**config.mk**
```make
export PLATFORM = sky130hd
export DESIGN_NAME = mt_thread_sched
export DESIGN_NICKNAME = d
export VERILOG_FILES = /design/src/rtl/mt_thread_sched.sv
export SDC_FILE = /design/constraint.sdc
export NUM_CORES = 1
export LEC_CHECK = 0
export ABC_AREA = 0
export CORE_ASPECT_RATIO = 2
export CORE_MARGIN = 2
export CORE_UTILIZATION = 40
export DETAILED_ROUTE_END_ITERATION = 8
export HOLD_SLACK_MARGIN = 0.1
export PLACE_DENSITY = 0.63
export SETUP_SLACK_MARGIN = 0.05
export SKIP_LAST_GASP = 1
export SYNTH_ARGS = -nofsm -noshare
export SYNTH_HDL_FRONTEND = slang
export SYNTH_SLANG_ARGS = --single-unit
```
**constraint.sdc**
```tcl
create_clock -name clk -period 5.9 [get_ports clk]
set_input_delay 0.59 -clock clk [delete_from_list [all_inputs] [get_ports clk]]
set_output_delay 0.59 -clock clk [all_outputs]
set_load 0.05 [all_outputs]
```
**src/rtl/mt_thread_sched.sv**
```systemverilog
// Round-robin barrel-core thread selector with a per-thread minimum re-issue gap.
// Define MT_SCHED_PRIO_EN to add a configurable priority thread that overrides round-robin order.
module mt_thread_sched #(
  parameter int                     NUM_THREADS   = 8,
  parameter int                     MIN_GAP       = 4,
  parameter logic [NUM_THREADS-1:0] THREAD_EN_RST = {{(NUM_THREADS-1){1'b0}}, 1'b1},
  localparam int                    BITS_THREADS  = $clog2(NUM_THREADS)
) (
  input  logic                    clk,
  input  logic                    rst_n,
  input  logic                    stall,
  input  logic                    cfg_we,
  input  logic [NUM_THREADS-1:0]  cfg_mask,
  input  logic                    blk_set,
  input  logic [BITS_THREADS-1:0] blk_set_tid,
  input  logic                    blk_clr,
  input  logic [BITS_THREADS-1:0] blk_clr_tid,
`ifdef MT_SCHED_PRIO_EN
  input  logic                    cfg_prio_we,
  input  logic [BITS_THREADS-1:0] cfg_prio_tid,
`endif
  output logic                    issue_valid,
  output logic [BITS_THREADS-1:0] issue_tid,
  output logic [NUM_THREADS-1:0]  thread_en,
  output logic [NUM_THREADS-1:0]  thread_blk
);

  localparam int                 CW     = $clog2(MIN_GAP) + 1;
  localparam logic [CW-1:0]      GAP_LD = CW'(MIN_GAP - 1);

  logic [NUM_THREADS-1:0]  en;
  logic [NUM_THREADS-1:0]  blk;
  logic [NUM_THREADS-1:0]  blk_nxt;
  logic [NUM_THREADS-1:0]  ready;
  logic [CW-1:0]           cnt [NUM_THREADS];
  logic [BITS_THREADS-1:0] last_tid;
  logic                    rr_found;
  logic [BITS_THREADS-1:0] rr_tid;
  logic                    sel_valid;
  logic [BITS_THREADS-1:0] sel_tid;

`ifdef MT_SCHED_PRIO_EN
  logic [BITS_THREADS-1:0] prio_tid;
  logic                    prio_on;

  always_ff @(posedge clk or negedge rst_n) begin
    if (!rst_n) begin
      prio_tid <= '0;
      prio_on  <= 1'b0;
    end else if (cfg_prio_we) begin
      prio_tid <= cfg_prio_tid;
      prio_on  <= 1'b1;
    end
  end
`endif

  always_comb begin
    for (int t = 0; t < NUM_THREADS; t++)
      ready[t] = en[t] & ~blk[t] & (cnt[t] == '0);
  end

  // Search starts one past the last issued thread; the index wraps naturally
  // because NUM_THREADS is a power of two, so last_tid itself is tried last.
  always_comb begin
    rr_found = 1'b0;
    rr_tid   = last_tid;
    for (int i = 1; i <= NUM_THREADS; i++) begin
      if (!rr_found && ready[last_tid + BITS_THREADS'(i)]) begin
        rr_found = 1'b1;
        rr_tid   = last_tid + BITS_THREADS'(i);
      end
    end
  end

  always_comb begin
    sel_valid = rr_found;
    sel_tid   = rr_tid;
`ifdef MT_SCHED_PRIO_EN
    if (prio_on && ready[prio_tid]) begin
      sel_valid = 1'b1;
      sel_tid   = prio_tid;
    end
`endif
    issue_valid = sel_valid & ~stall;
    issue_tid   = issue_valid ? sel_tid : last_tid;
  end

  // Clear is applied after set so it wins when both target the same thread.
  always_comb begin
    blk_nxt = blk;
    if (blk_set) blk_nxt[blk_set_tid] = 1'b1;
    if (blk_clr) blk_nxt[blk_clr_tid] = 1'b0;
  end

  always_ff @(posedge clk or negedge rst_n) begin
    if (!rst_n) begin
      en  <= THREAD_EN_RST;
      blk <= '0;
    end else begin
      if (cfg_we) en <= cfg_mask;
      blk <= blk_nxt;
    end
  end

  // Gap counters and rotation pointer freeze entirely during stall.
  always_ff @(posedge clk or negedge rst_n) begin
    if (!rst_n) begin
      last_tid <= BITS_THREADS'(NUM_THREADS - 1);
      for (int t = 0; t < NUM_THREADS; t++) cnt[t] <= '0;
    end else if (!stall) begin
      if (issue_valid) last_tid <= issue_tid;
      for (int t = 0; t < NUM_THREADS; t++) begin
        if (issue_valid && (issue_tid == BITS_THREADS'(t)))
          cnt[t] <= GAP_LD;
        else if (cnt[t] != '0)
          cnt[t] <= cnt[t] - CW'(1);
      end
    end
  end

  assign thread_en  = en;
  assign thread_blk = blk;

endmodule

```
==> reports/metrics.yaml <==
outcome:
  status: "completed"
synth:
  ys.flop_type: "dfrtp_1"
  synth.top_cell.area_share_pct: 27.18
  ys_seq_elements: 43
  synth.avg_cell_area_um2: 9.327
  synth-edff-count: 0
  yosysWarningCount: 0
  netlist_instances: 385
  ys_top_cells_by_area: "dfrtp_1 (27%), mux4_2 (8.2%), ha_1 (6.3%)"
  yosysSeqAreaShare_pct: 30.10
  syn_area_um2: 3591
  synth_nets: 423
  async_reset_ff_share_pct: 100.0
  synth.distinct_cells: 62
  yosys.area.top_type: "dfrtp_1"
setup_path:
  crit_cells: 12
  rr_worst_depth: 11
  slowest_delay_ns: 0.82
  required_ns: 5.31
  r2r_start: "last_tid[0]"
  start_kind: "register"
  path_class: "reg -> out"
  critPathCapture: "issue_tid[0]"
  crit_family: "buffers and inverters"
  rr_endpoint: "cnt[8]"
  path_cells: "inv_4 -> ha_2 -> xor2_2 -> mux4_1 -> a222oi_1 -> buf_4 -> nor2_1 -> a211oi_1 -> nor4_1 -> nor2_2 -> clkinv_1 -> clkdlybuf4s50_1"
  reg2reg_slack_ns: 1.62
  cp-startpoint: "last_tid[0]"
  worstPathMaxFanout: 18
  end_kind: "output port"
  path_buf_inv: 4
  slowest_stage: "dfstp_2"
  critPathArrivalTime_ns: 4.78
placement:
  gp_congestion: 1.049
  port_buffers: 39
  hpwl_mm: 9.068
power:
  total_power_w: 0.002516
  p_leak_nw: 1.793
  ir_drop_uv: 418.6
  powerDensity_nw_per_um2: 590.4
grt:
  antenna_found_initial: 0
  grt_first_pass_wirelength_mm: 18.17
  grt_pass1_vias: 3352
  grt_start_max_net_pins: 44
  grt_overflow_total: 0
  track_usage_pct: 24.83
cells_and_area:
  area_growth_pct: 18.68
  layout.nets: 458
  fillers: 826
  drive_above_1_share_pct: 13.30
  antennaDiodeCount: 0
  final_core_util_pct: 49.28
floorplan:
  io-pin-count: 40
  core_area_um2: 8648
  die-area_um2: 9797
  initial_core_util_pct: 41.52
  die_x_um: 71.00
  rows: 48
  dieHeight_um: 138.0
routing:
  wl_met1_mm: 3.702
  wirelength_mm: 11.41
  first_pass_iters: 5
  vias_per_cell: 6.259
  wl_met3_um: 396
  top_layer_used: "met4"
  first_iter_violations: 353
  wl_met2_mm: 6.199
  route.detailed.drc: 0
  via_count: 3261
  drtAntennaViolNets: 0
  wl_per_cell_um: 21.90
clock_tree:
  root_buffer: "clkbuf_16"
  clk_pin_slew_worst_paths_ns: 0.06
  cts_resized: 0
  clkLatencyLatePin_ns: 0.29
  htreeDepth: 2
  hold_buffers: 0
  cts_buffers: 5
  cts_tree: "done"
  clkSinkCount: 43
  clockBufferDepth: 2
  post-cts-setup-buffers: 0
timing:
  hold_viol_final: 0
  slew-limit-headroom_pct: 34.61
  finalClockSkew_ns: 0.008267
  period_share_pct: 91.03
  min_period_ns: 5.371
  final_max_slew_viol_count: 0
  tns_ns: 0
  tightest_slew_ns: 0.9808
  rsz0062_at_grt: "false"
  finalSetupViolCount: 0
  fmax_mhz: 186.2
min_path:
  min-delay-path-class: "in -> async"
run:
  max-cap-violations: 0
## cell families (layout without fill, tap and decap cells)
logic type | Yosys count | in the layout | share of synthesized area (%)
muxes | 42 | 42 | 17.07
xor gates and xnor gates | 12 | 12 | 3.136
adders and majority gates | 18 | 18 | 6.272
AOI/OAI and AO/OA | 106 | 106 | 20.52
DFF | 43 | 43 | 30.10
buffers and inverters | 53 | 89 | 6.272
and+or+nand+nor | 111 | 111 | 16.62
## placed cells by master (no fill, tap or decap), types with 11 or more instances in the layout
cell	netlist	layout
o21ai_0	23	23
clkdlybuf4s50_1	0	38
ha_1	18	17
nand2_1	21	21
inv_1	32	32
a21oi_1	19	19
dfrtp_1	39	39
mux4_2	13	13
mux2_2	11	11
mux2i_1	17	17
a31oi_1	11	11
nor2_1	29	29
## metal layers
metal  vias up  GRT usage [%]
met2       120          46.26
met4         0          21.07
li1       1520              -
met5         -              0
met1      1566          23.75
met3        55          2.398
## final cells by class
type	instances	area, µm²	share of cell area (%)
flip-flops and latches	43	1081	25.37
multi-input cells	289	2287	53.67
clock inverters	3	67.56	1.585
repair buffers	47	445.4	10.45
inverters	34	130.1	3.053
clock buffers	5	125.1	2.936
well taps	100	125.1	2.936
## Yosys cell counts, drive strengths merged, types with 2 or more instances
cell	count
dfrtp	39
inv	33
nor2	30
o21ai	23
nand2	21
a21oi	19
ha	18
mux2i	17
mux4	14
clkbuf	13
a31oi	11
mux2	11
o31ai	10
xnor2	10
and3b	8
nand3b	8
nor3	7
o31a	7
buf	6
nand3	6
nor2b	6
nor4	6
a211oi	4
dfstp	4
o221ai	4
or2	4
or3	4
a221oi	3
and3	3
or4	3
a221o	2
a311oi	2
a41oi	2
and2	2
o211ai	2
o21a	2
o22ai	2
xor2	2
## report_power, final
group	total, W	switching [W]	internal, W
Combinational	0.00162	0.00101	0.000609
Clock	0.000355	0.000113	0.000242
Sequential	0.000538	0.000117	0.000421
## registers in the layout, summed over array words and instances, names as in the netlist
signal	cells
thread_blk	8
cnt	24
thread_en	8
last_tid	3
## per-stage QoR
| stage | hold WS, ns | area, µm² | cells | worst slack (ns) |
|---|---|---|---|---|
| floorplan | 0.2944 | 3591 | 385 | 1.402 |
| global placement | 0.5039 | 4066 | 513 | 0.7800 |
| detailed placement | 0.5029 | 4066 | 513 | 0.7340 |
| CTS | 0.4826 | 4259 | 521 | 0.3716 |
| global route | 0.5415 | 4262 | 521 | 0.1434 |
| finish | 0.4545 | 4262 | 521 | 0.5295 |
## worst min path at each step
stage	start	slack (ns)	endpoint
after floorplan	rst_n	0.29	cnt[0]
after global placement	cnt[13]	0.50	cnt[13]
after detailed placement	cnt[10]	0.50	cnt[10]
after CTS	rst_n	0.48	thread_blk[7]
after global routing	rst_n	0.54	thread_en[6]
final	rst_n	0.45	thread_blk[7]
No activity file was read; power rests on OpenSTA's default activity.
